--- config.mk ---
export PLATFORM = sky130hd
export DESIGN_NAME = dm_bus_bridge
export DESIGN_NICKNAME = d
export VERILOG_FILES = /design/src/rtl/dm_bus_bridge.sv
export SDC_FILE = /design/constraint.sdc
export NUM_CORES = 1
export LEC_CHECK = 0
export ABC_AREA = 1
export CAP_MARGIN = 5
export CORE_AREA = 2 2 108 110
export DETAILED_ROUTE_END_ITERATION = 7
export DIE_AREA = 0 0 110 112
export MAX_ROUTING_LAYER = met4
export PLACE_DENSITY = 0.92
export SYNTH_ARGS = -nofsm -noshare
export SYNTH_HDL_FRONTEND = slang
export SYNTH_SLANG_ARGS = --single-unit
--- constraint.sdc ---
create_clock -name i_clk -period 6.6 [get_ports i_clk]
set_clock_uncertainty 0.1 [all_clocks]
set_input_delay 0.66 -clock i_clk [delete_from_list [all_inputs] [get_ports i_clk]]
set_output_delay 0.66 -clock i_clk [all_outputs]
set_load 0.01 [all_outputs]
--- src/rtl/dm_bus_bridge.sv ---
`default_nettype none
// ============================================================================
// Module      : dm_bus_bridge
// Description : Turns the core's single-cycle data-memory load/store into a
//               valid/ready request plus rvalid response bus transaction,
//               stalling the core until the access completes, then returns
//               load data and flags bus errors or timeouts.
// Revision    : 1.0 - initial release
// ============================================================================
module dm_bus_bridge #(
   parameter int ADDR_W  = 32,
   parameter int DATA_W  = 32,
   parameter int TIMEOUT = 255
) (
   input  logic              i_clk,
   input  logic              i_rst,
   input  logic [ADDR_W-1:0] i_DM_addr,
   input  logic [DATA_W-1:0] i_DM_wd,
   input  logic [3:0]        i_DM_wen,
   input  logic              i_DM_ren,
   output logic [DATA_W-1:0] o_DM_rd,
   output logic              o_stall,
   output logic              o_err,
   output logic              o_bus_valid,
   output logic [ADDR_W-1:0] o_bus_addr,
   output logic [DATA_W-1:0] o_bus_wdata,
   output logic [3:0]        o_bus_be,
   output logic              o_bus_we,
   input  logic              i_bus_ready,
   input  logic              i_bus_rvalid,
   input  logic [DATA_W-1:0] i_bus_rdata,
   input  logic              i_bus_err
);

   localparam int         CNT_W = (TIMEOUT < 1) ? 1 : $clog2(TIMEOUT + 1);

   localparam logic [1:0] S_IDLE = 2'd0;
   localparam logic [1:0] S_REQ  = 2'd1;
   localparam logic [1:0] S_RESP = 2'd2;
   localparam logic [1:0] S_DONE = 2'd3;

   logic [1:0]        r_state;
   logic [1:0]        w_next;
   logic [CNT_W-1:0]  r_cnt;
   logic [ADDR_W-1:0] r_addr;
   logic [DATA_W-1:0] r_wd;
   logic [3:0]        r_be;
   logic              r_we;
   logic              r_err;
   logic [DATA_W-1:0] r_rd;
   logic              w_req;
   logic              w_is_write;
   logic              w_timeout;

   assign w_is_write = |i_DM_wen;
   assign w_req      = i_DM_ren | w_is_write;
   // Last cycle allowed in REQ+RESP before the access is abandoned
   assign w_timeout  = (r_cnt >= CNT_W'(TIMEOUT - 1));

   // State register
   always_ff @(posedge i_clk or posedge i_rst) begin
      if (i_rst) r_state <= S_IDLE;
      else       r_state <= w_next;
   end

   // Next-state logic; a completing handshake beats a coincident timeout
   always_comb begin
      w_next = r_state;
      case (r_state)
         S_IDLE: if (w_req) w_next = S_REQ;
         S_REQ: begin
            if (i_bus_ready)    w_next = r_we ? S_DONE : S_RESP;
            else if (w_timeout) w_next = S_DONE;
         end
         S_RESP: if (i_bus_rvalid || w_timeout) w_next = S_DONE;
         default: w_next = S_IDLE;
      endcase
   end

   // Request capture, timeout counter, error latch and load data register
   always_ff @(posedge i_clk or posedge i_rst) begin
      if (i_rst) begin
         r_cnt  <= '0;
         r_addr <= '0;
         r_wd   <= '0;
         r_be   <= '0;
         r_we   <= 1'b0;
         r_err  <= 1'b0;
         r_rd   <= '0;
      end else begin
         case (r_state)
            S_IDLE: begin
               if (w_req) begin
                  r_addr <= i_DM_addr;
                  r_wd   <= i_DM_wd;
                  r_be   <= w_is_write ? i_DM_wen : 4'hF;
                  r_we   <= w_is_write;
                  r_err  <= 1'b0;
                  r_cnt  <= '0;
               end
            end
            S_REQ: begin
               if (r_cnt != {CNT_W{1'b1}}) r_cnt <= r_cnt + 1'b1;
               if (i_bus_ready) begin
                  if (r_we) r_err <= i_bus_err;
               end else if (w_timeout) begin
                  r_err <= 1'b1;
                  if (!r_we) r_rd <= '0;
               end
            end
            S_RESP: begin
               if (r_cnt != {CNT_W{1'b1}}) r_cnt <= r_cnt + 1'b1;
               if (i_bus_rvalid) begin
                  r_rd  <= i_bus_rdata;
                  r_err <= i_bus_err;
               end else if (w_timeout) begin
                  r_err <= 1'b1;
                  r_rd  <= '0;
               end
            end
            default: ;
         endcase
      end
   end

   // Handshake and core-facing strobes decoded from state; reset masks the stall
   always_comb begin
      o_bus_valid = 1'b0;
      o_stall     = 1'b0;
      o_err       = 1'b0;
      case (r_state)
         S_IDLE: o_stall = w_req & ~i_rst;
         S_REQ: begin
            o_bus_valid = 1'b1;
            o_stall     = 1'b1;
         end
         S_RESP: o_stall = 1'b1;
         default: o_err = r_err;
      endcase
   end

   assign o_bus_addr  = r_addr;
   assign o_bus_wdata = r_wd;
   assign o_bus_be    = r_be;
   assign o_bus_we    = r_we;
   assign o_DM_rd     = r_rd;

endmodule
`default_nettype wire

==> impl.org <==
** STA
- Normalized max-slew margin :: ~37%
- Final worst path period share :: a little over half
- Tightest hold margin :: 370 ps
- Setup slack closes at about 3000 ps.
- Count of final setup violators :: 0
- For the pin with the worst max-slew slack, the measured transition is ~950 ps.
- Setup repair after global routing left no endpoint under its margin.
- Number of max-slew violations in the final report :: 0
- Fin. Hold Viols :: 0
- Highest clock rate :: between 200 and 300 MHz
- Period minus WS final :: about 3600 ps
- Total Neg Setup Slack :: 0 ps

** Setup path
- Cell repeated most along the worst path :: sky130_fd_sc_hd__clkdlybuf4s50_1
- The slowest stage of the critical path belongs to the cell sky130_fd_sc_hd__buf_4.
- Setup slack on the worst reg-to-reg path comes out at ~4200 ps.
- Counting cells, the worst reg-to-reg path comes to 8.
- Endpoint of the most critical register-to-register path :: o_bus_be[3]$_DFFE_PP0P_
- Delay-heaviest family, CP :: buffers and inverters
- Largest fanout of any net on the critical path :: 65
- The worst setup path is captured at an output pin.
- Critical Path Max Stage Delay :: approximately 520 ps
- Crit path from :: i_DM_wen[0]
- Startpoint type of the worst setup path :: input port
- Combined buffer and inverter count along the critical path :: 4
- In this run the critical register-to-register path is launched from r_state[0]$_DFFE_PP0P_.
- List of cells traversed by the critical path :: clkdlybuf4s50_1, nor2_1, nand3_1, nand2_2, buf_4, inv_2, nand2_1, a21oi_1, clkdlybuf4s50_1
- Endpoint arrival time on the critical path :: around 2900 ps
- Critical Setup Path Class :: input port to output pin
- Required time worst endpoint :: slightly below 6000 ps

** Layout
- Number of filler instances in the final layout :: slightly above 900
- FF/Latch Area :: roughly 2800 µm²
- Area used by multi-input combinational logic :: about 1900 µm²
- Once layout is done, the placed cells without fillers occupy 7400 µm².
- Share of cells above drive strength 1 :: 3.87%
- At the end of the flow, the number of nets in the layout was 909.
- Diode insertion count for antenna repair :: 0
- The area growth from synthesis to layout is 48.7%.

** Floorplan
- Die height :: approximately 110 µm
- The initial utilization of the core area, before any placement, comes to 44.6%.
- Measured along the x axis, the die boundary spans 110 µm.
- Number of top-level pins :: 210
- After floorplanning, the core was divided into 39 placement rows.
- Area enclosed by the die boundary :: ~12,000 µm²
- Total core area :: 11,200 µm²

** Synthesis
- Count of cell types in the netlist :: 24
- The number of nets in the synthesized netlist is between 700 and 800.
- Number of synthesized flops with an enable pin :: 0
- A synthesized cell averages 8.27 µm².
- In the synthesized netlist, the cells that appear most often are sky130_fd_sc_hd__nand2_1, sky130_fd_sc_hd__dfrtp_1, sky130_fd_sc_hd__nand3b_1, sky130_fd_sc_hd__nor2_1, sky130_fd_sc_hd__inv_1.
- Mux cell area share after synthesis :: 0%
- The synthesized design contains 112 register bits.
- The synthesized netlist devotes 1.76% of its cell area to adder and majority cells.
- Count of yosys warnings during synthesis :: 0
- After synthesis, the share of flip-flops with an asynchronous set or reset is 100%.
- Top post-synthesis cells by area :: sky130_fd_sc_hd__dfrtp_1, sky130_fd_sc_hd__nand2_1, sky130_fd_sc_hd__nand3b_1
- Sequential elements use a little under three fifths of the synthesized area.
- After technology mapping, the gate count stands at about 600.
- Synthesized-area fraction occupied by ao, oa, aoi and oai cells :: under 10%
- The biggest area contributor in the post-synthesis netlist is sky130_fd_sc_hd__dfrtp_1.
- Among all cell types in the netlist, the one instantiated most often is sky130_fd_sc_hd__nand2_1.
- Post-synthesis xor/xnor area fraction :: less than 1%
- Portion of synthesized cell area occupied by the leading cell type :: a little under three fifths
- Most frequently used flop master after synthesis :: sky130_fd_sc_hd__dfrtp_1
- Combinational family with the most area after synthesis :: simple AND/OR/NAND/NOR gates
- Summing the areas of all and, or, nand and nor instances in the mapped netlist gives a little over a third of the synthesized area.
- Netlist Area Pre-Place :: between 4000 and 5000 µm²

** Clock network
- The tree is rooted in a sky130_fd_sc_hd__clkbuf_16.
- In this run, post-CTS repair resized a total of 0 instances.
- Num CTS Buffers :: 9
- Total number of clock tree sinks :: roughly 110
- TritonCTS built the clock tree.
- Post CTS Setup Buffer Count :: 0
- The H-tree was split into 3 levels.
- Longest Clk Path Bufs :: 2
- For the worst-skew pair, the clock arrives at the later sink with an insertion delay of roughly 340 ps.
- Clock Pin Slew Worst Setup and Hold Paths :: around 70 ps
- In this run, post-CTS hold repair placed 0 buffers.

** Global route
- The number of global-route vias before repair was roughly 4.2k.
- The number of antenna violations at the first check in global routing is 0.
- First-pass GRT wire length :: approximately 21,000 µm
- Maximum number of pins on one net before global-route repair :: 70
- Total overflow reported by the global router :: 0
- GRT Total Usage :: a little under a quarter

** Hold path
- Worst min-delay path endpoint :: o_DM_rd[19]$_DFFE_PP0P_
- The startpoint identified for the worst hold timing path is o_DM_rd[19]$_DFFE_PP0P_.
- Class of the worst hold path :: flip-flop to flip-flop
- The worst hold path passes through 2 cells.

** Pwr
- Leak Pwr :: ~0.0036 µW
- Of the total power, the share spent switching nets is 38.1%.
- Total Power :: 3350 µW
- Per report_power, the combinational group accounts for roughly half of the total.
- Part of the total power dissipated in the clock network :: between 10% and 20%
- For this design the total switching power over the nets is between 1000 and 1500 µW.
- Peak supply drop :: 0.000235 V
- Internal portion of total power :: around 2100 µW
- Power density over the cells :: 452 nW/µm²
- Per report_power, the sequential group accounts for roughly a third of the total.

** Routing
- In the routed layout, each cell is associated on average with a via count of between 4 and 5.
- Iteration count of the initial detailed-routing pass :: 4
- Number of nets with antenna violations after routing :: 0
- Vias after detailed routing :: around 4.6k
- Routed WL :: about 14,000 µm
- After detailed routing, the met3 layer carries ~1200 µm of wire.
- Post-detailed-route DRC marker count :: 0
- Detailed routing placed a total of roughly 6600 µm of wire on met2.
- Total routed wire length on the met1 layer :: 5660 µm
- The first routing iteration left 310 violations.
- Dividing the detail-routed wire length by the instance count gives about 14 µm.
- Topmost layer with routed signal wires :: met4

** Placement
- Input and output buffers added on the ports amount to 209.
- Timing analysis after detailed placement gives a worst setup slack of between 2000 and 3000 ps.
- Routability-driven placement finished with a final weighted congestion of roughly 0.85.
- Placed Instance Area :: a little over 7000 µm²
- After legalization and detailed placement, the total HPWL measured between 9000 and 10,000 µm.

** Run
- Maximum capacitance violations :: 0

** Outcome
- The run finished with clean final reports.
-- flip-flops by register name, indices dropped and copies added, names as in the netlist --
signal / flops
o_bus_be: 4
o_DM_rd: 32
o_bus_wdata: 32
o_bus_addr: 32
r_state: 2
o_bus_we: 1
r_cnt: 8
r_err: 1
-- metrics by stage --
| step | util (%) | cells |
|---|---|---|
| after floorplan | - | 602 |
| after global placement | 63.6 | 928 |
| after detailed placement | 63.6 | 928 |
| after CTS | 66.3 | 944 |
| after global routing | 66.3 | 944 |
| final | 66.3 | 944 |
-- worst max-delay path by stage --
stage,cells past startpoint,to
2_1_floorplan,3,o_stall
3_3_place_gp,9,o_stall
3_5_place_dp,9,o_stall
4_1_cts,9,o_stall
5_1_grt,9,o_stall
6_report,9,o_stall
-- power by group through the flow --
stage / clock, µW / sequential (µW) / combinational (µW)
2_1_floorplan: 0 / 1300 / 692
3_3_place_gp: 0 / 1170 / 1610
3_5_place_dp: 0 / 1180 / 1650
4_1_cts: 553 / 1170 / 1660
5_1_grt: 580 / 1210 / 1810
6_report: 540 / 1170 / 1640
-- per-layer routing --
| layer | global-route usage, % | vias up |
|---|---|---|
| li1 | - | 2233 |
| met4 | 7.00 | 0 |
| met1 | 28.3 | 2146 |
| met5 | - | - |
| met2 | 36.2 | 174 |
| met3 | 5.15 | 14 |
-- cell families after synthesis --
group,count (synthesis)
buffers and inverters,50
xor gates and xnor gates,2
AOI/OAI and AO/OA,14
adders and majority gates,7
DFF,112
and+or+nand+nor,417
-- layout by cell type (no fill, tap or decap), drive strengths merged, types with 7 or more instances in the layout --
master and n:
clkbuf 9, clkdlybuf4s50 209, dfrtp 112, ha 7, inv 22, nand2 342, nand3 13, nand3b 32
nor2 28, o21ai 10
-- worst min-delay path, delay by kind of cell (launching register included) --
kind	cells	cell delay [ps]
flip-flops	1	340
AND/OR/NAND/NOR	2	90
-- final cells by class --
class	count	area share, %
sequential	112	37.9
timing repair buffer	212	28.6
multi-input combinational	440	26.1
clock buffer	9	3.04
tap	143	2.42
inverter	21	1.10
clock inverter	7	0.963
Power figures use the tool's default switching activity.
